<file path="config.mk">
export PLATFORM = sky130hd
export DESIGN_NAME = bsg_mem_3r1w_sync_arb
export DESIGN_NICKNAME = d
export VERILOG_FILES = /design/src/rtl/bsg_mem_3r1w_sync_arb_pkg.sv /design/src/rtl/bsg_mem_3r1w_sync_arb_pick.sv /design/src/rtl/bsg_mem_3r1w_sync_arb.sv
export SDC_FILE = /design/constraint.sdc
export NUM_CORES = 1
export LEC_CHECK = 0
export CAP_MARGIN = 20
export CORE_AREA = 2 2 141 143
export CTS_BUF_LIST = sky130_fd_sc_hd__clkbuf_2
export CTS_CLUSTER_DIAMETER = 150
export DETAILED_ROUTE_END_ITERATION = 12
export DIE_AREA = 0 0 143 145
export SYNTH_ARGS = -nofsm -noshare
export SYNTH_HDL_FRONTEND = slang
export SYNTH_SLANG_ARGS = --single-unit
</file>
<file path="constraint.sdc">
create_clock -name clk_i -period 7.02 [get_ports clk_i]
set_input_delay 1.053 -clock clk_i [delete_from_list [all_inputs] [get_ports clk_i]]
set_output_delay 1.053 -clock clk_i [all_outputs]
set_load 0.02 [all_outputs]
</file>
<file path="src/rtl/bsg_mem_3r1w_sync_arb_pkg.sv">
`default_nettype none
// +------------------------------------------------------------------+
// | bsg_mem_3r1w_sync_arb_pkg: shared types for the 3r1w arbiter      |
// | Revision: 1.0                                                     |
// +------------------------------------------------------------------+
package bsg_mem_3r1w_sync_arb_pkg;

    localparam int num_ports_gp   = 3;
    localparam int owner_width_gp = 4;   // wide enough for 16 requesters

    typedef logic [1:0] port_id_t;

    typedef struct packed {
        logic                      v;
        logic [owner_width_gp-1:0] owner;
        logic                      byp;
    } inflight_t;

    function automatic int safe_clog2(input int n);
        return (n <= 1) ? 1 : $clog2(n);
    endfunction

endpackage
`default_nettype wire

</file>
<file path="src/rtl/bsg_mem_3r1w_sync_arb_pick.sv">
`default_nettype none
// +------------------------------------------------------------------+
// | bsg_mem_3r1w_sync_arb_pick: rotate from rr, pick first 3 eligible |
// | Revision: 1.0                                                     |
// +------------------------------------------------------------------+
module bsg_mem_3r1w_sync_arb_pick
    import bsg_mem_3r1w_sync_arb_pkg::*;
#(
    parameter int num_req_p   = 4,
    parameter int idx_width_p = 2
) (
    input  logic [num_req_p-1:0]                eligible,
    input  logic [idx_width_p-1:0]              rr,
    output logic [num_ports_gp-1:0]             port_v,
    output logic [num_ports_gp*idx_width_p-1:0] port_owner,
    output logic [idx_width_p-1:0]              last
);

    int cnt;
    int idx;

    always_comb begin
        port_v     = '0;
        port_owner = '0;
        last       = rr;
        cnt        = 0;
        idx        = 0;
        for (int k = 0; k < num_req_p; k++) begin
            idx = int'(rr) + k;
            if (idx >= num_req_p) begin
                idx = idx - num_req_p;
            end
            if (eligible[idx_width_p'(idx)] && (cnt < num_ports_gp)) begin
                port_v[port_id_t'(cnt)] = 1'b1;
                port_owner[cnt*idx_width_p +: idx_width_p] = idx_width_p'(idx);
                last = idx_width_p'(idx);
                cnt  = cnt + 1;
            end
        end
    end

endmodule
`default_nettype wire

</file>
<file path="src/rtl/bsg_mem_3r1w_sync_arb.sv">
`default_nettype none
// +------------------------------------------------------------------+
// | bsg_mem_3r1w_sync_arb: shares a 3r1w sync RAM among num_req_p     |
// | readers; BSG_MEM_3R1W_SYNC_ARB_BYPASS_EN forwards conflicting      |
// | reads from write data.                  Revision: 1.0             |
// +------------------------------------------------------------------+
module bsg_mem_3r1w_sync_arb
    import bsg_mem_3r1w_sync_arb_pkg::*;
#(
    parameter int width_p       = 32,
    parameter int els_p         = 64,
    parameter int num_req_p     = 4,
    parameter int addr_width_lp = safe_clog2(els_p)
) (
    input  logic                              clk_i,
    input  logic                              reset_i,

    input  logic                              w_v_i,
    input  logic [addr_width_lp-1:0]          w_addr_i,
    input  logic [width_p-1:0]                w_data_i,

    input  logic [num_req_p-1:0]              r_v_i,
    input  logic [num_req_p*addr_width_lp-1:0] r_addr_i,
    output logic [num_req_p-1:0]              r_ready_o,
    output logic [num_req_p-1:0]              r_data_v_o,
    output logic [num_req_p*width_p-1:0]      r_data_o,

    output logic                              mem_w_v_o,
    output logic [addr_width_lp-1:0]          mem_w_addr_o,
    output logic [width_p-1:0]                mem_w_data_o,
    output logic [num_ports_gp-1:0]           mem_r_v_o,
    output logic [num_ports_gp*addr_width_lp-1:0] mem_r_addr_o,
    input  logic [num_ports_gp*width_p-1:0]   mem_r_data_i
);

    localparam int idx_width_lp = safe_clog2(num_req_p);

    logic [num_req_p-1:0]                 conflict;
    logic [num_req_p-1:0]                 eligible;
    logic [num_ports_gp-1:0]              port_v;
    logic [num_ports_gp-1:0]              port_byp;
    logic [num_ports_gp*idx_width_lp-1:0] port_owner;
    logic [idx_width_lp-1:0]              last_grant;
    logic [idx_width_lp-1:0]              rr_r;
    logic [idx_width_lp-1:0]              rr_next;
    logic [addr_width_lp-1:0]             port_addr [num_ports_gp];
    logic [width_p-1:0]                   resp_data [num_ports_gp];
    logic [idx_width_lp-1:0]              ret_owner;
    inflight_t                            fl_r [num_ports_gp];

    assign mem_w_v_o    = w_v_i;
    assign mem_w_addr_o = w_addr_i;
    assign mem_w_data_o = w_data_i;

    for (genvar i = 0; i < num_req_p; i++) begin : g_conflict
        assign conflict[i] = w_v_i & (r_addr_i[i*addr_width_lp +: addr_width_lp] == w_addr_i);
    end

    // Gating with reset keeps grants, RAM reads and the pointer quiet during reset.
`ifdef BSG_MEM_3R1W_SYNC_ARB_BYPASS_EN
    assign eligible = r_v_i & {num_req_p{~reset_i}};
`else
    assign eligible = r_v_i & ~conflict & {num_req_p{~reset_i}};
`endif

    bsg_mem_3r1w_sync_arb_pick #(
        .num_req_p   (num_req_p),
        .idx_width_p (idx_width_lp)
    ) u_pick (
        .eligible   (eligible),
        .rr         (rr_r),
        .port_v     (port_v),
        .port_owner (port_owner),
        .last       (last_grant)
    );

    for (genvar p = 0; p < num_ports_gp; p++) begin : g_port
        logic [idx_width_lp-1:0] owner;
        assign owner        = port_owner[p*idx_width_lp +: idx_width_lp];
        assign port_addr[p] = r_addr_i[owner*addr_width_lp +: addr_width_lp];
`ifdef BSG_MEM_3R1W_SYNC_ARB_BYPASS_EN
        assign port_byp[p]  = port_v[p] & conflict[owner];
`else
        assign port_byp[p]  = 1'b0;
`endif
        assign mem_r_v_o[p] = port_v[p] & ~port_byp[p];
        assign mem_r_addr_o[p*addr_width_lp +: addr_width_lp] =
            mem_r_v_o[p] ? port_addr[p] : '0;
    end

    always_comb begin
        r_ready_o = '0;
        for (int p = 0; p < num_ports_gp; p++) begin
            if (port_v[p]) begin
                r_ready_o[port_owner[p*idx_width_lp +: idx_width_lp]] = 1'b1;
            end
        end
    end

    assign rr_next = (last_grant == idx_width_lp'(num_req_p - 1)) ? '0 : last_grant + 1'b1;

    always_ff @(posedge clk_i or posedge reset_i) begin
        if (reset_i) begin
            rr_r <= '0;
            for (int p = 0; p < num_ports_gp; p++) begin
                fl_r[p] <= '0;
            end
        end else begin
            if (|port_v) begin
                rr_r <= rr_next;
            end
            for (int p = 0; p < num_ports_gp; p++) begin
                fl_r[p] <= '{v:     port_v[p],
                             owner: owner_width_gp'(port_owner[p*idx_width_lp +: idx_width_lp]),
                             byp:   port_byp[p]};
            end
        end
    end

`ifdef BSG_MEM_3R1W_SYNC_ARB_BYPASS_EN
    logic [width_p-1:0] bd_r [num_ports_gp];

    always_ff @(posedge clk_i) begin
        for (int p = 0; p < num_ports_gp; p++) begin
            if (port_byp[p]) begin
                bd_r[p] <= w_data_i;
            end
        end
    end

    for (genvar p = 0; p < num_ports_gp; p++) begin : g_resp
        assign resp_data[p] = fl_r[p].byp ? bd_r[p] : mem_r_data_i[p*width_p +: width_p];
    end
`else
    logic unused_byp;

    for (genvar p = 0; p < num_ports_gp; p++) begin : g_resp
        assign resp_data[p] = mem_r_data_i[p*width_p +: width_p];
    end
    assign unused_byp = fl_r[0].byp ^ fl_r[1].byp ^ fl_r[2].byp;
`endif

    // Owners are distinct within a cycle, so slices never collide.
    always_comb begin
        r_data_v_o = '0;
        r_data_o   = '0;
        ret_owner  = '0;
        for (int p = 0; p < num_ports_gp; p++) begin
            ret_owner = idx_width_lp'(fl_r[p].owner);
            if (fl_r[p].v) begin
                r_data_v_o[ret_owner] = 1'b1;
                r_data_o[ret_owner*width_p +: width_p] = resp_data[p];
            end
        end
    end

`ifndef SYNTHESIS
    always_ff @(posedge clk_i) begin
        if (!reset_i) begin
            for (int p = 0; p < num_ports_gp; p++) begin
                assert (!port_v[p] || (int'(port_addr[p]) < els_p))
                    else $error("granted read address out of range");
            end
        end
    end
`endif

endmodule
`default_nettype wire

</file>
Word-level counts from Yosys, hierarchy flattened

Index checks and enable logic that the tools add are counted.

Register bits: 11
Bits of input ports: 165
Output and inout bits: 196
Logic and storage cells: 171

$add $sub $neg: 16
Multipliers: 3
Order comparisons: 29
Equality and inequality tests: 5
Shift-type cells: 15
Muxes and demuxes: 67
Bitwise gates (word level): 16
Reductions and logical operators: 13

Operators by type and width:

| operator                                                     | number |
|---|---|
| 2-to-1 mux 128 bit                                           | 3 |
| variable shift 32 x 34 -> 128 bit (first input constant)     | 3 |
| indexed part select 32 x 34 -> 128 bit                       | 3 |
| bitwise mux 128 bit                                          | 2 |
| bitwise AND 128 bit                                          | 1 |
| negator 7 -> 34 bit                                          | 3 |
| variable shift 2 x 33 -> 6 bit (first input constant)        | 3 |
| indexed part select 2 x 33 -> 6 bit                          | 3 |
| indexed part select 24 x 6 -> 6 bit                          | 3 |
| negator 32 -> 33 bit                                         | 2 |
| less-than comparator 32 x 3 -> 1 bit (second input constant) | 2 |
| 2-to-1 mux 32 bit                                            | 2 |
| 2-to-1 mux 6 bit                                             | 6 |
| negator 2 -> 33 bit                                          | 1 |
| adder 32 x 2 -> 32 bit (second input constant)               | 1 |
| equality test 6 bit                                          | 4 |
| less-than comparator 2 x 3 -> 1 bit (second input constant)  | 8 |
| 2-to-1 mux 4 bit                                             | 6 |
| 2-to-1 mux 2 bit                                             | 10 |
| 2-to-1 mux 1 bit                                             | 19 |
| bitwise mux 6 bit                                            | 3 |
| demux 1 bit (select 2 bit)                                   | 9 |
| >= comparator 2 x 1 -> 1 bit (second input constant)         | 8 |
| less-than comparator 2 x 4 -> 1 bit (second input constant)  | 4 |
| 23 further kinds                                             | 55 |

Logic depth before layout (Yosys ltp)

Gate-level depths: netlist of run 1.

Depth after elaboration: 28
Depth in mapped cells: 20
Depth with buffers taken out: 18

Modules after synthesis

A second synthesis of run 1 with hierarchy kept.

Cell total of the unflattened synthesis: 659
Area, all modules: 5281.3 um^2

Modules (own cells, without submodules):

| module                     | instances | cells an instance | area each (um^2) |
|---|---|---|---|
| bsg_mem_3r1w_sync_arb      | 1         | 577               | 4652.0 |
| bsg_mem_3r1w_sync_arb_pick | 1         | 82                | 629.4 |

Worst setup path before layout of run 1

OpenSTA, ideal clock, no wires.

Path type: input-to-output
Start: input port w_addr_i[0]
End: output port mem_r_addr_o[12]
Data arrival time: 5.757 ns
Required time: 5.967 ns
Setup slack: 0.210 ns
Stages: 18
Cells stage by stage: buf_2 > xnor2_1 > nand4_1 > o41ai_4 > o221ai_1 > o21a_1 > clkbuf_1 > inv_1 > fa_1 > ha_1 > ha_1 > or4b_2 > nor4_4 > mux2i_4 > inv_2 > and2_1 > buf_6 > a221oi_1

Word-level cells in the longest chain between the ends: 22

RTL lines:

| element                                                                                      | RTL line                         | source |
|---|---|---|
| start: declaration                                                                           | bsg_mem_3r1w_sync_arb.sv:19      | `input logic [addr_width_lp-1:0] w_addr_i,` |
| equality test 6 bit                                                                          | bsg_mem_3r1w_sync_arb.sv:56      | `assign conflict[i] = w_v_i & (r_addr_i[i*addr_width_lp +: addr_width_lp] == w_addr_i);` |
| bitwise AND 1 bit                                                                            | bsg_mem_3r1w_sync_arb.sv:56      |  |
| NOT 4 bit *                                                                                  | bsg_mem_3r1w_sync_arb.sv:63      | `assign eligible = r_v_i & ~conflict & {num_req_p{~reset_i}};` |
| bitwise AND 4 bit * (2 in series)                                                            | bsg_mem_3r1w_sync_arb.sv:63      |  |
| binary-select mux 1 bit (select 2 bit)                                                       | bsg_mem_3r1w_sync_arb_pick.sv:33 | `if (eligible[idx_width_p'(idx)] && (cnt < num_ports_gp)) begin` |
| 2-to-1 mux 1 bit (implied by the code) (2 in series)                                         | bsg_mem_3r1w_sync_arb_pick.sv:33 |  |
| 2-to-1 mux 1 bit                                                                             | bsg_mem_3r1w_sync_arb_pick.sv:33 |  |
| less-than comparator 1 x 2 -> 1 bit                                                          | bsg_mem_3r1w_sync_arb_pick.sv:33 |  |
| [5 not listed]                                                                               | -                                |  |
| negator 32 -> 33 bit                                                                         | bsg_mem_3r1w_sync_arb_pick.sv:35 | `port_owner[cnt*idx_width_p +: idx_width_p] = idx_width_p'(idx);` |
| indexed part select 2 x 33 -> 6 bit / variable shift 2 x 33 -> 6 bit (equally long branches) | bsg_mem_3r1w_sync_arb_pick.sv:35 |  |
| bitwise mux 6 bit                                                                            | bsg_mem_3r1w_sync_arb_pick.sv:35 |  |
| 2-to-1 mux 6 bit *                                                                           | bsg_mem_3r1w_sync_arb_pick.sv:33 |  |
| net port_owner[5]                                                                            | bsg_mem_3r1w_sync_arb.sv:42      | `logic [num_ports_gp*idx_width_lp-1:0] port_owner;` |
| multiplier 2 x 2 -> 4 bit *                                                                  | bsg_mem_3r1w_sync_arb.sv:80      | `assign port_addr[p] = r_addr_i[owner*addr_width_lp +: addr_width_lp];` |
| indexed part select 24 x 6 -> 6 bit *                                                        | bsg_mem_3r1w_sync_arb.sv:80      |  |
| 2-to-1 mux 6 bit *                                                                           | bsg_mem_3r1w_sync_arb.sv:88      | `mem_r_v_o[p] ? port_addr[p] : '0;` |
| end: declaration                                                                             | bsg_mem_3r1w_sync_arb.sv:32      | `output logic [num_ports_gp*addr_width_lp-1:0] mem_r_addr_o,` |

Mark *: on every way through the listed nets, which the timed path passes. The rest lies on a longest branch. The select of a mux whose other input is x is not followed.

Final worst setup path of run 1

Start: input port r_addr_i[8]
End: output port mem_r_addr_o[11]

Word-level cells in the longest chain between the ends: 22

RTL lines:

| element                                                                                      | RTL line                         | source |
|---|---|---|
| start: declaration                                                                           | bsg_mem_3r1w_sync_arb.sv:23      | `input logic [num_req_p*addr_width_lp-1:0] r_addr_i,` |
| equality test 6 bit *                                                                        | bsg_mem_3r1w_sync_arb.sv:56      |  |
| bitwise AND 1 bit *                                                                          | bsg_mem_3r1w_sync_arb.sv:56      |  |
| NOT 4 bit *                                                                                  | bsg_mem_3r1w_sync_arb.sv:63      |  |
| bitwise AND 4 bit * (2 in series)                                                            | bsg_mem_3r1w_sync_arb.sv:63      |  |
| binary-select mux 1 bit (select 2 bit)                                                       | bsg_mem_3r1w_sync_arb_pick.sv:33 |  |
| 2-to-1 mux 1 bit (implied by the code) (2 in series)                                         | bsg_mem_3r1w_sync_arb_pick.sv:33 |  |
| 2-to-1 mux 1 bit                                                                             | bsg_mem_3r1w_sync_arb_pick.sv:33 |  |
| less-than comparator 1 x 2 -> 1 bit                                                          | bsg_mem_3r1w_sync_arb_pick.sv:33 |  |
| [5 not listed]                                                                               | -                                |  |
| negator 32 -> 33 bit                                                                         | bsg_mem_3r1w_sync_arb_pick.sv:35 |  |
| indexed part select 2 x 33 -> 6 bit / variable shift 2 x 33 -> 6 bit (equally long branches) | bsg_mem_3r1w_sync_arb_pick.sv:35 |  |
| bitwise mux 6 bit                                                                            | bsg_mem_3r1w_sync_arb_pick.sv:35 |  |
| 2-to-1 mux 6 bit *                                                                           | bsg_mem_3r1w_sync_arb_pick.sv:33 |  |
| net port_owner[3]                                                                            | bsg_mem_3r1w_sync_arb.sv:42      |  |
| multiplier 2 x 2 -> 4 bit *                                                                  | bsg_mem_3r1w_sync_arb.sv:80      |  |
| indexed part select 24 x 6 -> 6 bit *                                                        | bsg_mem_3r1w_sync_arb.sv:80      |  |
| 2-to-1 mux 6 bit *                                                                           | bsg_mem_3r1w_sync_arb.sv:88      |  |

Marked as above.

==> flow_summary.yaml, run 1 <==
status:
  outcome: "completed"
die:
  chipWidth_um: 143
  fp-row-count: 51
  die_extent_in_y_um: 145
  num_io_pins: 361
  dieArea_um2: 20700
  placeableCoreArea_um2: 19200
  initial_core_util_pct: 27.0
cts:
  cts-hold-fix-buffers: 0
  tritoncts_clock_tree: "built"
  clock_latency_ns: 0.29
  cts_inserted_buffers: 3
  clkSinkCount: 11
  clock_tree.root_cell: "clkbuf_2"
  clkTransAtPathRegs_ns: 0.13
  h-tree-depth: 1
  cts-root-to-sink-buffers: 2
logic_synthesis:
  syn_area_um2: 5190
  synth_sequential_area_ratio_pct: 5.30
  yosysWarnings: 0
  postSynthCellCount: 792
  synth_edf_count: 0
  ys_async_sr_fraction_pct: 100
  ys_seq_elements: 11
  post_synth_num_cell_types: 59
  postSynthNetCount: 990
  post_synth.cell_area_avg_um2: 6.55
  yosys_most_used_dff: "dfrtp_1"
cells_and_area:
  final_core_util_pct: 47.1
  fillCellCount: 1924
  design.final.nets: 1310
  diodes: 0
  most_frequent_standard_cell_in_the_layout_excluding_fill_and_tap_cells: "clkdlybuf4s50_1"
  layout_overhead_on_the_synthesized_area_pct: 74.4
  fraction_of_layout_instances_using_a_drive_strength_above_1_pct: 16.9
  final_cells: 1376
  most-common-layout-cells: "clkdlybuf4s50_1 (264), nand2_1 (148), o21ai_0 (136)"
setup_path:
  r2r_cells: 17
  critical_path.reg2reg.startpoint: "rr_r[0]$_DFFE_PP0P_"
  timing.rr.end: "fl_r[7]$_DFF_PP0_"
  worstPathRequired_ns: 5.97
  setup_slack_reg_to_reg_ns: 2.95
  worstPathArrival_ns: 5.84
  worstSetupPathType: "input pin to primary output"
  endpoint_kind: "primary output"
  cp-start-kind: "input pin"
  crit_fanout: 8
flow_run:
  max_cap_viol_count: 0
power_and_ir_drop:
  power_density_nw_per_um2: 301
  total_leakage_power_nw: 3.25
  worst_ir_drop_vdd_mv: 0.176
timing:
  clock_skew_ns: 0.0190
  post-route-min-period_ns: 6.90
  layout_worst_path_cycle_share_pct: 98.3
  setup-violations-final: 0
  fmaxAchievable_mhz: 145
  finalHoldViolCount: 0
  setup-tns-final_ns: 0
  drv_slew: 0
  worst_pin_slew_ns: 0.858
  max_slew_margin_pct: 42.6
  rsz0062_at_grt: "false"
detailed_routing:
  post-route-drc-count: 0
  drt-initial-drc-count: 568
  routed_via_density: 5.50
  totalWireLength_um: 28000
  average_wire_per_cell_in_the_routed_design_um: 20.4
  antenna_left: 0
  drt-pass1-iter-count: 8
  routed-via-count: 7565
placement:
  post-dp-hpwl_um: 20800
  io_buffers: 296
  placedCellCount: 1370
  gpl.final_weighted_congestion: 0.948
global_routing:
  grt_start_max_net_pins: 34
  grt_overflow: 0
  grt_pass1_vias: 7513
  grt_pass1_wl_um: 42900
  grt_use_total_pct: 25.8
  antenna_found_initial: 0
min_path:
  hold_path.class: "register to register"
  hp-start: "rr_r[1]$_DFFE_PP0P_"
  min_delay_path_depth: 3
  timing.hold.worst_endpoint: "rr_r[1]$_DFFE_PP0P_"
==> state kept, by name (all words and copies together), names as in the netlist <==
signal,count
fl_r,9
rr_r,2
==> cell usage after synthesis (4+ instances only) <==
library cell	instances	area (um2)
nand2_1	148	556
o21ai_0	137	686
a22oi_1	129	968
clkbuf_1	59	221
buf_4	41	308
mux2i_1	33	330
ha_1	32	400
inv_1	29	109
xnor2_1	24	210
o22ai_1	15	93.8
nor2_1	14	52.6
dfrtp_1	11	275
a221oi_1	7	61.3
nand3_1	7	35.0
nand4_1	7	43.8
and2_1	6	37.5
buf_2	5	25.0
mux2_2	5	56.3
nor3_1	5	25.0
o221ai_1	5	43.8
a21oi_1	4	20.0
and3_1	4	25.0
nor4b_1	4	35.0
o21a_1	4	30.0
xor2_1	4	35.0
==> critical path, stage by stage <==
cell and delay [ns]:
clkdlybuf4s50_1 0.49, xor2_1 0.20, o41ai_4 0.36, buf_4 0.20, o22ai_1 0.08, mux2_2 0.28, inv_1 0.10, fa_1 0.46
ha_2 0.22, ha_1 0.28, buf_4 0.11, or4b_2 0.61, nor3_4 0.16, mux2_2 0.36, or2_2 0.39, o22ai_1 0.20
clkdlybuf4s15_2 0.29
==> power breakdown <==
| group | total (mW) | switching (mW) | leakage (nW) | internal (mW) |
|---|---|---|---|---|
| registers | 0.126 | 0.0367 | 0.143 | 0.0888 |
| logic | 2.56 | 1.40 | 3.09 | 1.16 |
| clock network | 0.0393 | 0.0242 | 0.0166 | 0.0151 |
| total | 2.73 | 1.47 | 3.25 | 1.26 |
==> per-layer routing <==
| metal | up-vias | global-route usage [%] | part of all wire [%] |
|---|---|---|---|
| met2 | 479 | 43.3 | 47 |
| met1 | 3480 | 32.2 | 40 |
| met3 | 75 | 4.69 | 9.1 |
| met5 | - | 0 | 0 |
| met4 | 0 | 10.4 | 3.4 |
| li1 | 3531 | - | - |
==> stage by stage <==
stage	area, um2	power, mW	hold WS (ns)	worst slack [ns]
after global placement	8970	2.67	0.763	-0.477
after floorplan	5190	1.45	0.668	0.210
final	9050	2.73	0.758	0.123
after global routing	9050	2.90	0.800	0.0129
after CTS	8980	2.69	0.762	-0.0293
after detailed placement	8970	2.67	0.742	-0.520
==> worst max path at each step <==
stage | start | endpoint | slack, ns | depth (start not counted)
after global placement | w_addr_i[2] | mem_r_addr_o[15] | -0.48 | 19
final | r_addr_i[8] | mem_r_addr_o[11] | 0.12 | 17
after detailed placement | w_addr_i[0] | mem_r_addr_o[15] | -0.52 | 20
after CTS | r_addr_i[11] | mem_r_addr_o[15] | -0.03 | 20
after global routing | r_addr_i[8] | mem_r_addr_o[1] | 0.01 | 22
after floorplan | w_addr_i[0] | mem_r_addr_o[12] | 0.21 | 18
==> cell type report <==
| cell class | instances | area [um2] | area share [%] |
|---|---|---|---|
| well taps | 265 | 332 | 3.66 |
| multi-input cells | 642 | 4390 | 48.5 |
| clock buffers | 4 | 20.0 | 0.221 |
| repair buffers | 422 | 3910 | 43.2 |
| flip-flops and latches | 11 | 275 | 3.04 |
| inverters | 32 | 124 | 1.37 |
==> repair_timing <==
| action | in CTS | in global routing |
|---|---|---|
| pin swaps | 3 | 7 |
| buffers inserted | 1 | 1 |
| endpoints found under the setup margin | 23 | 23 |
| gates resized for setup | 69 | 32 |
==> kinds of logic (layout without fill, tap and decap cells) <==
family,Yosys count,in the layout,synth area share [%]
flip-flops,11,11,5.30
buffers and inverters,139,458,13.4
AO/OA/AOI/OAI,330,330,42.0
adder cells (fa/ha/maj),33,33,8.10
AND/OR/NAND/NOR,211,211,18.3
XOR/XNOR,28,28,4.73
multiplexers,40,40,8.15
Note: power is estimated with default switching activity, not from simulation.
==> run 2: changes to the inputs <==
- SETUP_SLACK_MARGIN: not set -> 0.02
- clock period: 7.02 -> 7 ns (I/O delays scaled with it)
==> run 2 against run 1 <==
Net effect:
- non-clock buffer count grew 5
- clock power grew 5.9%
- cell count grew 0.36%
- die area is the same
- core utilization grew 0.059 points
- critical path depth grew 4
- critical endpoint is now mem_r_addr_o[10]
- largest power group unchanged
==> flow_summary.yaml, run 2 (synthesized netlist as in run 1, its figures left out) <==
status:
  outcome: "completed"
cts:
  cts-hold-fix-buffers: 0
  h-tree-depth: 1
  clkSinkCount: 11
  cts_inserted_buffers: 3
  clock_latency_ns: 0.30
  tritoncts_clock_tree: "built"
  clkTransAtPathRegs_ns: 0.14
  cts-root-to-sink-buffers: 2
  clock_tree.root_cell: "clkbuf_2"
cells_and_area:
  largest_reg_flops: 9
  fraction_of_layout_instances_using_a_drive_strength_above_1_pct: 17.6
  design.final.nets: 1315
  diodes: 0
  fillCellCount: 1958
  most-common-layout-cells: "clkdlybuf4s50_1 (268), nand2_1 (148), o21ai_0 (136)"
  stdcell_area_um2: 9060
  reg_top3: "fl_r x9, rr_r x2"
  seqCellArea_um2: 275
  most_frequent_standard_cell_in_the_layout_excluding_fill_and_tap_cells: "clkdlybuf4s50_1"
  layout_overhead_on_the_synthesized_area_pct: 74.6
  final_cells: 1381
  multiInputGateArea_um2: 4400
  largest-register: "fl_r"
  final_core_util_pct: 47.2
min_path:
  hp-start: "rr_r[1]$_DFFE_PP0P_"
  hold_path.class: "register to register"
  timing.hold.worst_endpoint: "rr_r[1]$_DFFE_PP0P_"
  min_delay_path_depth: 3
global_routing:
  antenna_found_initial: 0
  grt_use_total_pct: 26.3
  grt_start_max_net_pins: 34
  grt_pass1_wl_um: 43700
  grt_overflow: 0
  grt_pass1_vias: 7573
timing:
  rsz0062_at_grt: "false"
  post-route-min-period_ns: 6.77
  fmaxAchievable_mhz: 148
  drv_slew: 0
  setup-tns-final_ns: 0
  clock_skew_ns: 0.0141
  worst_pin_slew_ns: 0.728
  layout_worst_path_cycle_share_pct: 96.7
  setup_ws_ns: 0.228
  max_slew_margin_pct: 51.4
  hold_ws_ns: 0.782
  setup-violations-final: 0
  finalHoldViolCount: 0
setup_path:
  cpMostUsedCell: "buf_4"
  timing.critical_path.max_delay_family: "simple AND/OR/NAND/NOR gates"
  crit_fanout: 8
  setup_slack_reg_to_reg_ns: 2.78
  critical_path.reg2reg.startpoint: "rr_r[0]$_DFFE_PP0P_"
  timing.critical_path.buf_inv: 6
  timing.critical_path.slowest_cell_delay_ns: 0.62
  worstPathArrival_ns: 5.72
  worstPathRequired_ns: 5.95
  endpoint_kind: "primary output"
  timing.critical_path.cells: "clkdlybuf4s50_1, buf_4, xnor2_1, nand3_1, nor2_1, o41a_1, and2_1, buf_4, ha_1, nand2_1, o21a_1, inv_1, ha_2, ha_1, buf_4, or4b_2, nor3_4, mux2_2, or2_4, o22ai_2, clkdlybuf4s15_2"
  worstSetupPathType: "input pin to primary output"
  r2r_cells: 20
  cp-start-kind: "input pin"
  slowest_stage: "or4b_2"
  timing.rr.end: "rr_r[0]$_DFFE_PP0P_"
power_and_ir_drop:
  power_density_nw_per_um2: 306
  total_leakage_power_nw: 3.25
  worst_ir_drop_vdd_mv: 0.174
  report.power.total_mw: 2.78
detailed_routing:
  post-route-drc-count: 0
  totalWireLength_um: 28300
  routed-via-count: 7629
  drt-initial-drc-count: 504
  routed_via_density: 5.52
  antenna_left: 0
  drt-pass1-iter-count: 5
  average_wire_per_cell_in_the_routed_design_um: 20.5
placement:
  dp_slack_ns: -0.531
  gpl.final_weighted_congestion: 0.950
  placedInstanceArea_um2: 8970
  post-dp-hpwl_um: 21000
  placedCellCount: 1370
  io_buffers: 296
die:
  die_extent_in_y_um: 145
  initial_core_util_pct: 27.0
  placeableCoreArea_um2: 19200
  fp-row-count: 51
  num_io_pins: 361
  chipWidth_um: 143
  dieArea_um2: 20700
flow_run:
  max_cap_viol_count: 0
## run 2: worst max path at each step
stage | end | cells after the start | startpoint | slack [ns]
after floorplan | mem_r_addr_o[12] | 18 | w_addr_i[0] | 0.20
after global placement | mem_r_addr_o[15] | 19 | w_addr_i[2] | -0.49
after detailed placement | mem_r_addr_o[15] | 20 | w_addr_i[0] | -0.53
after CTS | r_ready_o[2] | 18 | r_addr_i[11] | 0.02
after global routing | mem_r_addr_o[11] | 21 | w_addr_i[5] | 0.02
final | mem_r_addr_o[10] | 21 | w_addr_i[1] | 0.23
## run 2: timing repair
action                     4_1_cts  5_1_grt
setup buffers                    3        4
pin swaps                        5        4
gates resized for setup         65       39
setup endpoints to repair       23       24
gates cloned                     0        0
## run 2: final cells by class
cell class / count / share of cell area [%]
Clock buffer: 4 / 0.221
Multi-Input combinational cell: 642 / 48.6
Timing Repair Buffer: 427 / 43.2
Tap cell: 265 / 3.66
Sequential cell: 11 / 3.04
Inverter: 32 / 1.34
## run 2: power breakdown
group          switching, mW  leakage [nW]  internal (mW)
clock network         0.0265        0.0166         0.0151
logic                   1.43          3.09           1.18
registers             0.0383         0.143         0.0891
## run 2: metal layers
| metal | global-route usage, % | share of wire (%) | up-vias |
|---|---|---|---|
| li1 | - | - | 3536 |
| met4 | 9.95 | 3.7 | 0 |
| met3 | 4.95 | 9.6 | 77 |
| met1 | 32.5 | 39 | 3548 |
| met2 | 44.7 | 47 | 468 |
| met5 | 0 | 0 | - |
## run 2: tightest hold or removal path, cell delays in order (launching register included)
cell and delay, ns:
dfrtp_1 0.42, clkinv_1 0.10, buf_4 0.16, xnor2_1 0.08
